==> src/rtl/codec_link_pkg.sv <==
// Shared definitions for the codec_link serial DSP-port link.
package codec_link_pkg;

   localparam int DEF_WORD_W = 16;
   localparam int DEF_DIV_W  = 8;

   typedef enum logic [1:0] {
      IDLE  = 2'd0,
      SYNC  = 2'd1,
      SHIFT = 2'd2
   } tx_state_e;

   typedef enum logic [0:0] {
      RX_IDLE = 1'b0,
      RX_BUSY = 1'b1
   } rx_state_e;

endpackage

==> src/rtl/codec_link_sclk_gen.sv <==
// Bit-clock divider: toggles sclk every (div+1) clk cycles and flags each edge
// with a one-cycle tick aligned to the clk edge that moves sclk.
module sclk_gen
   import codec_link_pkg::*;
#(
   parameter int DIV_W = DEF_DIV_W
) (
   input  logic             clk,
   input  logic             rst,
   input  logic             en,
   input  logic [DIV_W-1:0] div,
   output logic             sclk,
   output logic             rise_tick,
   output logic             fall_tick
);

   logic [DIV_W-1:0] cnt_r;
   logic [DIV_W-1:0] lim_r;
   logic             sclk_r;
   logic             tc_s;

   assign tc_s      = en & (cnt_r == lim_r);
   assign rise_tick = tc_s & ~sclk_r;
   assign fall_tick = tc_s & sclk_r;
   assign sclk      = sclk_r;

   // Half-period counter; the limit is re-sampled only at terminal count (or while idle).
   always_ff @(posedge clk or negedge rst) begin
      if (!rst) begin
         cnt_r  <= '0;
         lim_r  <= '0;
         sclk_r <= 1'b0;
      end else if (!en) begin
         cnt_r  <= '0;
         lim_r  <= div;
         sclk_r <= 1'b0;
      end else if (tc_s) begin
         cnt_r  <= '0;
         lim_r  <= div;
         sclk_r <= ~sclk_r;
      end else begin
         cnt_r  <= cnt_r + DIV_W'(1'b1);
      end
   end

endmodule

==> src/rtl/codec_link.sv <==
// Serial codec link: framed TX shifted on sclk rise from a one-word holding
// register, framed RX sampled on sclk fall.
module codec_link
   import codec_link_pkg::*;
#(
   parameter int WORD_W = DEF_WORD_W,
   parameter int DIV_W  = DEF_DIV_W
) (
   input  logic              clk,
   input  logic              rst,
   input  logic              en,
   input  logic [DIV_W-1:0]  div,
   input  logic [WORD_W-1:0] tx_data,
   input  logic              tx_valid,
   output logic              tx_ready,
   output logic [WORD_W-1:0] rx_data,
   output logic              rx_valid,
   output logic              sclk,
   output logic              sdofs,
   output logic              sdo,
   input  logic              sdifs,
   input  logic              sdi
);

   localparam int CNT_W = (WORD_W > 2) ? $clog2(WORD_W) : 1;
   localparam logic [CNT_W-1:0] LAST_BIT = CNT_W'(WORD_W - 1);
   localparam logic [CNT_W-1:0] ONE_C    = CNT_W'(1'b1);

   logic              rise_tick_s;
   logic              fall_tick_s;

   tx_state_e         tx_state_r, tx_state_s;
   logic [WORD_W-1:0] shreg_r, shreg_s;
   logic [WORD_W-1:0] hold_r, hold_s;
   logic [CNT_W-1:0]  bitcnt_r, bitcnt_s;
   logic              sdofs_r, sdofs_s;
   logic              sdo_r, sdo_s;
   logic              full_r, full_s;
   logic              ready_r;
   logic              load_s;
   logic              accept_s;

   rx_state_e         rx_state_r, rx_state_s;
   logic [WORD_W-1:0] rx_sh_r, rx_sh_s;
   logic [WORD_W-1:0] rx_data_r, rx_data_s;
   logic [CNT_W-1:0]  rx_cnt_r, rx_cnt_s;
   logic              rx_pend_r, rx_pend_s;
   logic              rx_valid_r, rx_valid_s;

   sclk_gen #(.DIV_W(DIV_W)) u_sclk_gen (
      .clk       (clk),
      .rst       (rst),
      .en        (en),
      .div       (div),
      .sclk      (sclk),
      .rise_tick (rise_tick_s),
      .fall_tick (fall_tick_s)
   );

   assign accept_s = tx_valid & ~full_r;
   assign tx_ready = ready_r;
   assign sdofs    = sdofs_r;
   assign sdo      = sdo_r;
   assign rx_data  = rx_data_r;
   assign rx_valid = rx_valid_r;

   // TX frame sequencer: every output move is tied to a rising sclk edge.
   always_comb begin
      tx_state_s = tx_state_r;
      shreg_s    = shreg_r;
      bitcnt_s   = bitcnt_r;
      sdofs_s    = sdofs_r;
      sdo_s      = sdo_r;
      load_s     = 1'b0;
      if (!en) begin
         tx_state_s = IDLE;
         sdofs_s    = 1'b0;
         sdo_s      = 1'b0;
         bitcnt_s   = '0;
      end else if (rise_tick_s) begin
         case (tx_state_r)
            IDLE: begin
               sdo_s = 1'b0;
               if (full_r) begin
                  load_s     = 1'b1;
                  shreg_s    = hold_r;
                  sdofs_s    = 1'b1;
                  tx_state_s = SYNC;
               end else begin
                  sdofs_s    = 1'b0;
               end
            end
            SYNC: begin
               sdofs_s    = 1'b0;
               sdo_s      = shreg_r[WORD_W-1];
               shreg_s    = {shreg_r[WORD_W-2:0], 1'b0};
               bitcnt_s   = LAST_BIT;
               tx_state_s = SHIFT;
            end
            SHIFT: begin
               if (bitcnt_r != '0) begin
                  sdo_s    = shreg_r[WORD_W-1];
                  shreg_s  = {shreg_r[WORD_W-2:0], 1'b0};
                  bitcnt_s = bitcnt_r - ONE_C;
               end else if (full_r) begin
                  // LSB period over and another word waiting: chain the next frame.
                  load_s     = 1'b1;
                  shreg_s    = hold_r;
                  sdofs_s    = 1'b1;
                  sdo_s      = 1'b0;
                  tx_state_s = SYNC;
               end else begin
                  sdo_s      = 1'b0;
                  tx_state_s = IDLE;
               end
            end
            default: begin
               tx_state_s = IDLE;
               sdofs_s    = 1'b0;
               sdo_s      = 1'b0;
            end
         endcase
      end else begin
         load_s = 1'b0;
      end
   end

   // Holding register handshake; contents survive en=0.
   always_comb begin
      hold_s = hold_r;
      full_s = full_r;
      if (accept_s) begin
         hold_s = tx_data;
         full_s = 1'b1;
      end else if (load_s) begin
         full_s = 1'b0;
      end else begin
         full_s = full_r;
      end
   end

   // TX and holding-register state.
   always_ff @(posedge clk or negedge rst) begin
      if (!rst) begin
         tx_state_r <= IDLE;
         shreg_r    <= '0;
         hold_r     <= '0;
         bitcnt_r   <= '0;
         sdofs_r    <= 1'b0;
         sdo_r      <= 1'b0;
         full_r     <= 1'b0;
         ready_r    <= 1'b1;
      end else begin
         tx_state_r <= tx_state_s;
         shreg_r    <= shreg_s;
         hold_r     <= hold_s;
         bitcnt_r   <= bitcnt_s;
         sdofs_r    <= sdofs_s;
         sdo_r      <= sdo_s;
         full_r     <= full_s;
         ready_r    <= ~full_s;
      end
   end

   // RX deframer: sdifs on a falling sclk edge (re)arms, then WORD_W bits shift in.
   always_comb begin
      rx_state_s = rx_state_r;
      rx_sh_s    = rx_sh_r;
      rx_cnt_s   = rx_cnt_r;
      rx_pend_s  = 1'b0;
      rx_data_s  = rx_data_r;
      rx_valid_s = 1'b0;
      if (rx_pend_r) begin
         rx_data_s  = rx_sh_r;
         rx_valid_s = 1'b1;
      end else begin
         rx_data_s  = rx_data_r;
      end
      if (!en) begin
         rx_state_s = RX_IDLE;
         rx_cnt_s   = '0;
      end else if (fall_tick_s) begin
         if (sdifs) begin
            rx_state_s = RX_BUSY;
            rx_cnt_s   = '0;
         end else begin
            case (rx_state_r)
               RX_BUSY: begin
                  rx_sh_s = {rx_sh_r[WORD_W-2:0], sdi};
                  if (rx_cnt_r == LAST_BIT) begin
                     rx_state_s = RX_IDLE;
                     rx_cnt_s   = '0;
                     rx_pend_s  = 1'b1;
                  end else begin
                     rx_cnt_s   = rx_cnt_r + ONE_C;
                  end
               end
               RX_IDLE: begin
                  rx_state_s = RX_IDLE;
               end
               default: begin
                  rx_state_s = RX_IDLE;
                  rx_cnt_s   = '0;
               end
            endcase
         end
      end else begin
         rx_state_s = rx_state_r;
      end
   end

   // RX state and the registered word/strobe outputs.
   always_ff @(posedge clk or negedge rst) begin
      if (!rst) begin
         rx_state_r <= RX_IDLE;
         rx_sh_r    <= '0;
         rx_cnt_r   <= '0;
         rx_pend_r  <= 1'b0;
         rx_data_r  <= '0;
         rx_valid_r <= 1'b0;
      end else begin
         rx_state_r <= rx_state_s;
         rx_sh_r    <= rx_sh_s;
         rx_cnt_r   <= rx_cnt_s;
         rx_pend_r  <= rx_pend_s;
         rx_data_r  <= rx_data_s;
         rx_valid_r <= rx_valid_s;
      end
   end

endmodule
==> config.mk <==
export PLATFORM = sky130hd
export DESIGN_NAME = codec_link
export DESIGN_NICKNAME = d
export VERILOG_FILES = /design/src/rtl/codec_link_pkg.sv /design/src/rtl/codec_link_sclk_gen.sv /design/src/rtl/codec_link.sv
export SDC_FILE = /design/constraint.sdc
export NUM_CORES = 1
export LEC_CHECK = 0
export ABC_AREA = 1
export CORE_UTILIZATION = 30
export CTS_CLUSTER_DIAMETER = 150
export DETAILED_ROUTE_END_ITERATION = 10
export GPL_TIMING_DRIVEN = 0
export PLACE_DENSITY = 0.46
export SETUP_SLACK_MARGIN = 0.5
export SYNTH_ARGS = -nofsm -noshare
export SYNTH_HDL_FRONTEND = slang
export SYNTH_SLANG_ARGS = --single-unit
==> constraint.sdc <==
create_clock -name clk -period 2.35 [get_ports clk]
set_clock_uncertainty 0.1 [all_clocks]
set_input_delay 0.47 -clock clk [delete_from_list [all_inputs] [get_ports clk]]
set_output_delay 0.47 -clock clk [all_outputs]
set_load 0.1 [all_outputs]
==> results of run 1 <==
kinds of logic after synthesis:
kind of cell | share of synthesized area (%)
xor gates and xnor gates | 1.32
adders and majority gates | 1.88
DFF | 52.7
and+or+nand+nor | 22.5
buffers and inverters | 5.75
muxes | 10.3
AOI/OAI and AO/OA | 5.54
flip-flops by register name, indices dropped and copies added (netlist names), 2 cells and up:
| register | flops |
|---|---|
| bitcnt_r | 4 |
| tx_state_r | 2 |
| shreg_r | 16 |
| u_sclk_gen.lim_r | 8 |
| rx_cnt_r | 4 |
| rx_data | 16 |
| rx_sh_r | 16 |
| u_sclk_gen.cnt_r | 8 |
| hold_r | 16 |
cells in the final DEF (no fill, tap or decap), types with 4 or more instances in the layout:
cell	instances
clkdlybuf4s18_2	4
o21ai_0	29
nand3_1	62
buf_6	6
buf_4	22
clkdlybuf4s50_1	27
nand2_2	7
xnor2_1	4
mux2i_1	13
buf_2	22
inv_1	37
nor2_4	4
a21oi_1	10
inv_2	4
nor2_1	17
mux2_2	31
ha_1	6
nor2_2	4
dfrtp_1	95
nand2_1	140
clkbuf_16	9
timing repair:
item                                   4_1_cts  5_1_grt
setup endpoints to repair                   45       69
pin swaps                                    2        7
hold buffers                                 1        0
setup buffers                                7       12
gates resized for setup                     80       50
endpoints found under the hold margin       33        0
stage by stage:
stage                     cells  utilization [%]  setup TNS, ps  hold WS (ps)  area (µm²)
final                       780             38.8              0           276        5880
after floorplan             506                -              0          74.4        4660
after global routing        780             38.8              0           293        5880
after CTS                   768             38.4              0           282        5810
after detailed placement    744             35.7              0           265        5410
after global placement      743             35.5        -314610           265        5380
area by class of cell:
class	instances	area [µm²]
Sequential cell	98	2460
Timing Repair Buffer	70	601
Inverter	41	154
Clock buffer	11	243
Multi-Input combinational cell	348	2000
Clock inverter	5	61.3
Buffer	19	135
Tap cell	188	235
Fill cell	1521	9270
worst max path at each step:
stage                           end           startpoint  cells past startpoint
finish                     tx_ready             tx_ready                      1
detailed placement       shreg_r[1]        tx_state_r[0]                      9
global route            rx_sh_r[10]  u_sclk_gen.cnt_r[3]                      9
CTS                        tx_ready             tx_ready                      1
floorplan               shreg_r[15]        tx_state_r[0]                      9
global placement    u_sclk_gen.sclk                  rst                      1
routing by layer:
metal / global-route usage (%) / wire length, µm / vias up
met2: 21.3 / 4660 / 67
met5: 0 / 0 / -
li1: - / - / 1815
met1: 17.7 / 4910 / 1741
met4: 5.95 / 191 / 0
met3: 2.99 / 372 / 14
power groups by stage:
stage | sequential (mW) | clock, mW | combinational, mW
floorplan | 1.99 | 0 | 0.502
global placement | 1.99 | 0 | 0.757
detailed placement | 2.00 | 0 | 0.776
CTS | 1.97 | 1.57 | 0.816
global route | 1.98 | 1.64 | 0.949
finish | 1.96 | 1.52 | 0.845
==> flow_metrics.tcl, run 1 <==
set metrics [dict create \
    gr-usage-all-layers_pct 13.5 \
    final-setup-viol-count 0 \
    synth_area_leaders "dfrtp_1, nand2_1, mux2_2, nand3_1, inv_1" \
    synthesis.nets 543 \
    row_count 45 \
    final_hold_viol_count 0 \
    core_um2 15100 \
    areaGrowthSynthToFinish_pct 26.3 \
    ant_nets 0 \
    synth_cell_types 32 \
    synth_commonest_cells "nand2_1, dfrtp_1, nand3_1" \
    layout.nets 624 \
    yosysTopAreaCellShare_pct 52.1 \
    slowest_delay_ps 530 \
    clock_latency_ps 350 \
    grt_pass1_wl_mm 17.0 \
    cts_tree "done" \
    cts_buffer_depth 2 \
    critPathLaunchType "register" \
    dp_worst_setup_slack_ps 101 \
    worst_pin_slew_ps 564 \
    ys.flop_type "dfrtp_1" \
    power_density_nw_per_um2 736 \
    drtIter0Drc 222 \
    setup_slack_ps 478 \
    slew_viol_final 0 \
    totalWireLength_mm 10.1 \
    cap_viol_max_count 0 \
    firstDrtPassIters 5 \
    yosysMostFrequentCell "nand2_1" \
    power.clock.fraction_pct 35.1 \
    numCtsBuffers 9 \
    async_flop_share_pct 100 \
    crit_chain "buf_2" \
    initial_core_util_pct 30.7 \
    clockRootBuffer "clkbuf_16" \
    die_x_um 127 \
    synthCells 506 \
    h-tree-depth 3 \
    ys_warn_count 0 \
    required_ps 1780 \
    min_path_cells 0 \
    r2r_start "u_sclk_gen.cnt_r[2]" \
    status "completed" \
    crit_buf_inv 1 \
    power_frac_comb_pct 19.5 \
    p_leak_nw 3.04 \
    ys_seq_elements 98 \
    max_clock_freq_mhz 534 \
    min_period_ps 1870 \
    final_layout_size_suffix_gt1_share_pct 23.1 \
    boundaryPins 51 \
    synth_edf_count 0 \
    worstHoldEndpoint "rx_valid" \
    hpwl_mm 6.91 \
    routed_via_density 4.66 \
    reg2reg_slack_ps 560 \
    cell_internal_pwr_mw 3.06 \
    p_sw_mw 1.27 \
    cp-end-kind "output pin" \
    dieArea_um2 16000 \
    drcViolationCount 0 \
    clock_sinks 98 \
    synth_seq_area_share_pct 52.7 \
    grt_setup_unrepaired "true" \
    clk_pin_slew_ps 70 \
    grt-ovfl-total 0 \
    rr_worst_depth 9 \
    synth_top_area_cell "dfrtp_1" \
    num_antenna_cells 0 \
    peakVddDrop_v 0.000361 \
    sequentialPowerShare_pct 45.3 \
    antenna_found_initial 0 \
    finalCritPeriodShare_pct 79.7 \
    place_congestion 0.748 \
    syn_area_per_cell_um2 9.20 \
    power_mw 4.33 \
    hold_class "register to register" \
    die_h_um 127 \
    io_buffers 49 \
    worstPathMaxFanout 1 \
    cp_top_family "flip-flops" \
    avgRoutedWirePerCell_um 13.0 \
    grt_pass1_vias 3489 \
    max_slew_margin_pct 62.4 \
    grt_max_degree 66 \
    crit_arrival_ps 1300 \
    netlist_area_um2 4660 \
    hold_start "rx_pend_r" \
    worstSetupPathType "register to output pin" \
    p_sw_share_pct 29.3 \
    r2r_end "shreg_r[10]" \
    slowest_stage "dfstp_2" \
    vias 3637 \
]
(Power assumes the default switching activity.)
==> run 2: changes to the inputs <==
--- a/config.mk
+++ b/config.mk
@@ -10,7 +10,7 @@
 export CTS_CLUSTER_DIAMETER = 150
 export DETAILED_ROUTE_END_ITERATION = 10
 export GPL_TIMING_DRIVEN = 0
-export PLACE_DENSITY = 0.46
+export PLACE_DENSITY = 0.48
 export SETUP_SLACK_MARGIN = 0.5
 export SYNTH_ARGS = -nofsm -noshare
 export SYNTH_HDL_FRONTEND = slang
==> constraint.sdc (replaced) <==
create_clock -name clk -period 1.7 [get_ports clk]
set_clock_uncertainty 0.1 [all_clocks]
set_input_delay 0.34 -clock clk [delete_from_list [all_inputs] [get_ports clk]]
set_output_delay 0.34 -clock clk [all_outputs]
set_load 0.1 [all_outputs]
==> run 2 against run 1 <==
Compared with the run above:
- the run now ends with negative hold slack, negative setup slack left
- critical path depth is 8 higher
- setup slack worse by 520 ps
- routed wire length up 8.2%
- first-iteration DRC count up 8.6%
- total power rose by 50%
- critical endpoint is now shreg_r[5]
- highest routed layer unchanged
==> flow_metrics.tcl, run 2 (synthesis gave the netlist of run 1 again) <==
set metrics [dict create \
    hold_ws_ps -180 \
    vias 3779 \
    areaGrowthSynthToFinish_pct 51.7 \
    numCtsBuffers 9 \
    setup-tns-final_ps -700 \
    seqCellArea_um2 2480 \
    hpwl_mm 6.76 \
    grt_pass1_wl_mm 18.2 \
    slew_viol_final 0 \
    critPathLaunchType "register" \
    worst_pin_slew_ps 582 \
    cp-end-kind "register" \
    fill_cells 1351 \
    antenna_found_initial 0 \
    grt_pass1_vias 3703 \
    crit_arrival_ps 1890 \
    final_cell_mix "nand2_1, dfrtp_1, nand3_1, nand2_2, inv_1" \
    totalWireLength_mm 11.0 \
    dp_worst_setup_slack_ps -462 \
    die_x_um 127 \
    h-tree-depth 3 \
    dpl_cell_area_um2 5540 \
    final_util_pct 46.6 \
    p_leak_nw 3.41 \
    required_ps 1850 \
    place_congestion 0.781 \
    power_mw 6.49 \
    multiInputGateArea_um2 2390 \
    layout.nets 651 \
    violations "negative hold slack, negative setup slack" \
    routed_via_density 4.68 \
    avgRoutedWirePerCell_um 13.6 \
    clock_latency_ps 360 \
    min_period_ps 1740 \
    max_slew_margin_pct 61.2 \
    final-setup-viol-count 31 \
    clock_sinks 98 \
    core_um2 15100 \
    status "finished, violations left" \
    final_hold_viol_count 31 \
    cts_buffer_depth 2 \
    worstPathMaxFanout 10 \
    place_inst 744 \
    final_layout_size_suffix_gt1_share_pct 40.4 \
    cts_tree "done" \
    final_common_cell "nand2_1" \
    io_buffers 49 \
    row_count 45 \
    power_density_nw_per_um2 919 \
    hold_class "primary input to async pin" \
    cap_viol_max_count 0 \
    drtIter0Drc 241 \
    setup_slack_ps -43.1 \
    finalCritPeriodShare_pct 103 \
    boundaryPins 51 \
    worstSetupPathType "register to register" \
    die_h_um 127 \
    clockRootBuffer "clkbuf_16" \
    firstDrtPassIters 4 \
    fin_cells 807 \
    ant_nets 0 \
    gr-usage-all-layers_pct 14.3 \
    initial_core_util_pct 30.7 \
    clk_pin_slew_ps 70 \
    num_antenna_cells 0 \
    fin_area_um2 7060 \
    grt-ovfl-total 0 \
    drcViolationCount 0 \
    peakVddDrop_v 0.000481 \
    dieArea_um2 16000 \
    max_clock_freq_mhz 574 \
    grt_max_degree 68 \
    grt_setup_unrepaired "true" \
]
[run 2: layout make-up]
type | count | share of cell area (%)
clock inverters | 7 | 1.20
well taps | 188 | 3.33
multi-input cells | 348 | 33.8
inverters | 41 | 2.39
repair buffers | 97 | 17.8
plain buffers | 19 | 3.05
clock buffers | 9 | 3.19
flip-flops and latches | 98 | 35.2
[run 2: path summary, 6_finish.rpt]
check,from,end,slack [ps],depth (start not counted)
setup reg to reg,u_sclk_gen.cnt_r[0],shreg_r[5],-40,9
setup / recovery,u_sclk_gen.cnt_r[0],shreg_r[5],-40,9
max in group asynchronous,rst,tx_ready,970,2
min in group clk,en,sdo,310,5
hold reg to reg,shreg_r[14],shreg_r[14],380,2
hold / removal,rst,rx_data[2],-180,1
[run 2: routing by layer]
metal	GRT usage, %	wire length (µm)	vias to the layer above
li1	-	-	1870
met1	19.9	5450	1831
met2	21.8	4970	67
met3	3.88	400	11
met4	4.32	143	0
met5	0	0	-
[run 2: critical path, cell delays in order, from the launching register on]
cell and delay (ps):
dfrtp_1 390, xnor2_1 210, nand2_2 90, nor2_4 170
nand3_4 110, nor2_4 200, nand2_4 100, buf_8 150
nand2_1 50, nand2_1 50
[run 2: where the power goes]
group          internal [mW]  switching, mW  leakage, nW
Combinational          0.768          0.837         1.99
Sequential              2.55          0.169         1.28
Clock                   1.17          0.990        0.146
Total                   4.49           2.00         3.41
[run 2: repair_timing]
item	CTS	global route
hold endpoints to repair	31	31
setup buffers	32	10
resized for setup	301	43
pin swaps	22	19
gates cloned	4	1
setup endpoints to repair	112	115
==> RTL edit 1, RTL diff (config.mk and constraints of run 1) <==
Make the reset (`rst`) synchronous in 3 clocked blocks.
--- a/src/rtl/codec_link_sclk_gen.sv
+++ b/src/rtl/codec_link_sclk_gen.sv
@@ -26,5 +26,5 @@
 
    // Half-period counter; the limit is re-sampled only at terminal count (or while idle).
-   always_ff @(posedge clk or negedge rst) begin
+   always_ff @(posedge clk) begin
       if (!rst) begin
          cnt_r  <= '0;
--- a/src/rtl/codec_link.sv
+++ b/src/rtl/codec_link.sv
@@ -141,5 +141,5 @@
 
    // TX and holding-register state.
-   always_ff @(posedge clk or negedge rst) begin
+   always_ff @(posedge clk) begin
       if (!rst) begin
          tx_state_r <= IDLE;
@@ -211,5 +211,5 @@
 
    // RX state and the registered word/strobe outputs.
-   always_ff @(posedge clk or negedge rst) begin
+   always_ff @(posedge clk) begin
       if (!rst) begin
          rx_state_r <= RX_IDLE;
Function: differs if rst is asserted again (counterexample within 4 cycles, from zero or initial values and one cycle with rst low); with rst held inactive, the same outputs for 10 cycles.
==> RTL edit 1 against run 1 <==
- maximum frequency rose by 3.4%
- count of clock-buffer cells in the layout fell by 1
- worst setup slack improved by 0.061 ns
- sequential cell count did not move
- non-clock buffer count rose by 7
- cell count rose by 15%
- area after synthesis fell by 3.6%
- wire length rose by 24%
- design area fell by 1.6%
Power is not compared: it rests on default switching activity, and its combinational part moved more than twofold at a synthesized area within 25%.
==> RTL edit 1: results (changes against run 1) <==
.. list-table::
   :header-rows: 1

   * - Metric
     - Value
   * - Run status
     - finished clean
   * - First-pass detailed-route iteration total
     - 5 (unchanged)
   * - Count of routing violations after the opening detailed-route iteration
     - 280 (+26%)
   * - Total nets after synthesis
     - 677 (+25%)
   * - Async set-or-reset flop fraction in the synthesized netlist
     - 0% (-100 points)
   * - Fraction of final layout cells with drive strength greater than 1
     - 16.2% (-6.9 points)
   * - Vias in the first global route
     - 4134 (+18%)
   * - Maximum fanout encountered on the critical timing path
     - 2 (+1)
   * - H-tree levels
     - 3 (unchanged)
   * - Cell with the largest stage delay on the worst path
     - sky130_fd_sc_hd__clkdlybuf4s15_2
   * - Worst hold-check path type
     - in2reg
   * - Weighted congestion at the end of routability-driven global placement
     - 0.800 (+7.0%)
   * - Top cells by area in the synthesized netlist
     - sky130_fd_sc_hd__dfxtp_1, sky130_fd_sc_hd__nand2_1, sky130_fd_sc_hd__o21ai_0
   * - Sequential share of the synthesized area
     - 43.7% (-9.0 points)
   * - Reg-to-reg critical path endpoint
     - shreg_r[11]$_SDFFE_PN0P_
   * - Mean post-synth cell area
     - 7.03 um2 (-24%)
   * - Final net count
     - 749 (+20%)
   * - Transition time at the pin with the least slew margin
     - 0.596 ns (+0.0317 ns)
   * - Drt wl/cell
     - 13.9 um (+7.2%)
   * - Global routing usage summed across all routing layers
     - 16.1% (+2.6 points)
   * - Cell types with the highest counts after synthesis
     - sky130_fd_sc_hd__nand2_1, sky130_fd_sc_hd__dfxtp_1, sky130_fd_sc_hd__o21ai_0
   * - Avg Vias per Cell
     - 4.90 (+5.0%)
   * - Total wire length
     - 12500 um (+24%)
   * - End point of the critical path
     - rx_data[7]
   * - Arrival time of the worst setup path
     - 1.24 ns (-0.06 ns)
   * - Cells after DPL
     - 872 (+17%)
   * - Worst stage delay on the critical path
     - 0.55 ns (+0.02 ns)
   * - Post-Place Setup Slack
     - -0.297 ns (-0.398 ns)
   * - Top_reg_cell synth
     - sky130_fd_sc_hd__dfxtp_1
   * - Startpoint of the worst register-to-register path
     - tx_state_r[0]$_SDFFE_PN0P_
   * - Kind of cell with the highest combined delay on the critical path
     - buffers and inverters
   * - Maximum number of pins on one net before global-route repair
     - 18 (-73%)
   * - Wire length of the first global-routing pass
     - 20000 um (+18%)
   * - Maximum achievable frequency
     - 0.552 GHz (+3.4%)
==> RTL edit 1: worst min-delay path by stage <==
stage,startpoint,end,slack (ns),depth (start not counted)
finish,sdifs,rx_pend_r$_SDFF_PP0_,0.33,2
global route,sdifs,rx_pend_r$_SDFF_PP0_,0.33,2
CTS,sdifs,rx_pend_r$_SDFF_PP0_,0.31,2
detailed placement,hold_r[3]$_SDFFE_PN0P_,hold_r[3]$_SDFFE_PN0P_,0.35,2
global placement,rx_sh_r[15]$_SDFFE_PN0P_,rx_data[15]$_SDFFE_PN0P_,0.34,2
floorplan,rx_sh_r[15]$_SDFFE_PN0P_,rx_data[15]$_SDFFE_PN0P_,0.33,2
==> RTL edit 1: cell type report <==
| class | count | area, um2 |
|---|---|---|
| clock inverters | 6 | 71.3 |
| inverters | 77 | 289 |
| well taps | 184 | 230 |
| plain buffers | 35 | 221 |
| flip-flops and latches | 98 | 1980 |
| fillers | 1514 | 8800 |
| multi-input cells | 429 | 2160 |
| clock buffers | 10 | 239 |
| repair buffers | 61 | 599 |
==> RTL edit 1: layer usage <==
layer | routed length, um | vias up | track usage (%)
met3 | 598 | 14 | 3.69
met5 | 0 | - | 0
met2 | 5500 | 105 | 24.7
met1 | 6280 | 2062 | 22.1
li1 | - | 2226 | -
met4 | 142 | 0 | 5.24
==> RTL edit 1: cell families after synthesis <==
group	after synthesis	share of synthesized area, %
mux	1	0.223
fa+ha+maj	8	2.23
flops	98	43.7
simple gates	270	26.6
buf+inv	112	10.1
xor+xnor	3	0.585
compound gates	147	16.5
==> RTL edit 1: timing repair <==
action	4_1_cts	5_1_grt
cloned	0	2
resized for setup	93	72
buffers inserted	0	10
pin swaps	0	9
endpoints found under the setup margin	69	68
==> RTL edit 1: metrics by stage <==
stage,cell area [um2],hold slack [ns],utilization [%]
6_report,5790,0.325,39.7
4_1_cts,5590,0.311,38.3
3_3_place_gp,5210,0.345,35.7
3_5_place_dp,5210,0.350,35.7
5_1_grt,5790,0.331,39.7
2_1_floorplan,4490,0.329,-
==> RTL edit 1: report_power, final <==
| group | total [uW] | switching, uW | internal [uW] |
|---|---|---|---|
| sequential | 1730 | 22.5 | 1700 |
| clock | 1560 | 695 | 865 |
| combinational | 407 | 246 | 161 |
| total | 3690 | 963 | 2730 |
==> RTL edit 2, RTL diff (config.mk and constraints of run 1) <==
Without the edit above. The package constant `DEF_WORD_W` goes from 16 to 32.
--- a/src/rtl/codec_link_pkg.sv
+++ b/src/rtl/codec_link_pkg.sv
@@ -2,5 +2,5 @@
 package codec_link_pkg;
 
-   localparam int DEF_WORD_W = 16;
+   localparam int DEF_WORD_W = 32;
    localparam int DEF_DIV_W  = 8;
 
Interface: changed (resized rx_data and tx_data); port bits go from 51 to 83. The function was not compared with the original's and may differ.
==> RTL edit 2 against run 1 <==
- wire length grew 76%
- sequential cell count up 66
- power is 75% higher
- largest power group unchanged
- combinational power rose by 70%
- area after synthesis up 63%
- design area grew 71%
- register-to-register slack worse by 0.13 ns
- non-clock buffer count up 76
- cell count is 61% higher
- critical path type is now reg2reg
- worst setup slack got worse by 0.044 ns
==> RTL edit 2: results (changes against run 1) <==
.. list-table::
   :header-rows: 1

   * - Metric
     - Value
   * - Layout multi-input combinational cell count
     - 536 (+54%)
   * - Synthesized-area fraction occupied by xor and xnor cells
     - 1.04% (-0.28 points)
   * - Met3 track demand over resource
     - 2.67% (-0.32 points)
   * - Top cells by area in the synthesized netlist
     - sky130_fd_sc_hd__dfrtp_1, sky130_fd_sc_hd__nand2_1, sky130_fd_sc_hd__mux2_2
   * - Maximum fanout encountered on the critical timing path
     - 5 (+4)
   * - Run status
     - finished clean
   * - Wire length of the first global-routing pass
     - 30200 um (+77%)
   * - Sum of met2 wire segment lengths after detailed routing
     - 8280 um (+78%)
   * - Final net count
     - 972 (+56%)
   * - Post-route core utilization
     - 41.0% (+2.2 points)
   * - Cells after Synth
     - 777 (+54%)
   * - Count of routing violations after the opening detailed-route iteration
     - 303 (+36%)
   * - Global routing usage summed across all routing layers
     - 14.7% (+1.2 points)
   * - # resized after CTS
     - 234 (+190%)
   * - Worst stage delay on the critical path
     - 0.41 ns (-0.12 ns)
   * - Distinct cells, synth
     - 35 (+9.4%)
   * - Cell with the largest stage delay on the worst path
     - sky130_fd_sc_hd__dfrtp_1
   * - Maximum number of pins on one net before global-route repair
     - 106 (+61%)
   * - Post-synthesis share of cell area spent on full adders, half adders and majority gates
     - 1.32% (-0.56 points)
   * - Sequential share of the synthesized area
     - 54.1% (+1.4 points)
   * - Number of buffers added for setup after CTS
     - 22 (+15)
   * - Synth Register Bits
     - 164 (+67%)
   * - Sequential share of cell area
     - 40.8% (-0.92 points)
   * - Avg Vias per Cell
     - 4.57 (-1.9%)
   * - Non-clock inverter count
     - 34 (-17%)
   * - Total nets after synthesis
     - 831 (+53%)
   * - Startpoint of the worst register-to-register path
     - u_sclk_gen.cnt_r[4]$_DFF_PN0_
   * - Post-Place Setup Slack
     - 0.0816 ns (-0.0194 ns)
   * - Transition time at the pin with the least slew margin
     - 0.552 ns (-0.0121 ns)
   * - Area used by multi-input combinational logic
     - 3400 um2 (+71%)
   * - Kind of cell with the highest combined delay on the critical path
     - simple AND/OR/NAND/NOR gates
   * - Worst-case reg-to-reg path depth
     - 12 (+3)
   * - Number of buffers inserted during clock tree synthesis
     - 17 (+8)
   * - First-pass detailed-route iteration total
     - 4 (-1)
   * - Cell types with the highest counts after synthesis
     - sky130_fd_sc_hd__nand2_1, sky130_fd_sc_hd__dfrtp_1, sky130_fd_sc_hd__nand3_1
   * - Signal buffers share of area
     - 14.1% (+1.6 points)
   * - Post-detailed-placement half-perimeter wirelength
     - 11300 um (+64%)
RTL edit 2: cell types whose count changed in the layout (fill, tap and decap cells not counted), moves of 8 or more:
cell,before,now
sky130_fd_sc_hd__o21ai_1,0,8
sky130_fd_sc_hd__inv_1,37,28
sky130_fd_sc_hd__buf_6,6,19
sky130_fd_sc_hd__dfrtp_1,95,161
sky130_fd_sc_hd__nand2_4,2,11
sky130_fd_sc_hd__clkdlybuf4s50_1,27,43
sky130_fd_sc_hd__clkbuf_16,9,17
sky130_fd_sc_hd__buf_2,22,45
sky130_fd_sc_hd__nand3_1,62,116
sky130_fd_sc_hd__mux2i_1,13,31
sky130_fd_sc_hd__nand2_2,7,63
sky130_fd_sc_hd__mux2_2,31,64
sky130_fd_sc_hd__buf_4,22,33
RTL edit 2: power by group through the flow:
stage	registers, uW	clock network, uW	logic [uW]
6_report	3270	2880	1440
5_1_grt	3310	3090	1620
4_1_cts	3260	2980	1350
3_5_place_dp	3310	0	1200
3_3_place_gp	3310	0	1180
2_1_floorplan	3290	0	783
RTL edit 2: how the worst max path moves through the flow:
stage	end	startpoint	slack, ns	cells after the start
5_1_grt	shreg_r[20]$_DFFE_PN0P_	u_sclk_gen.lim_r[6]$_DFFE_PN0P_	0.32	10
2_1_floorplan	shreg_r[18]$_DFFE_PN0P_	tx_state_r[0]$_DFFE_PN0P_	0.60	9
3_3_place_gp	u_sclk_gen.sclk$_DFFE_PN0P_	rst	-7.32	1
3_5_place_dp	shreg_r[29]$_DFFE_PN0P_	tx_state_r[0]$_DFFE_PN0P_	0.08	9
4_1_cts	shreg_r[19]$_DFFE_PN0P_	u_sclk_gen.cnt_r[2]$_DFF_PN0_	0.43	10
6_report	shreg_r[25]$_DFFE_PN0P_	u_sclk_gen.cnt_r[4]$_DFF_PN0_	0.43	12
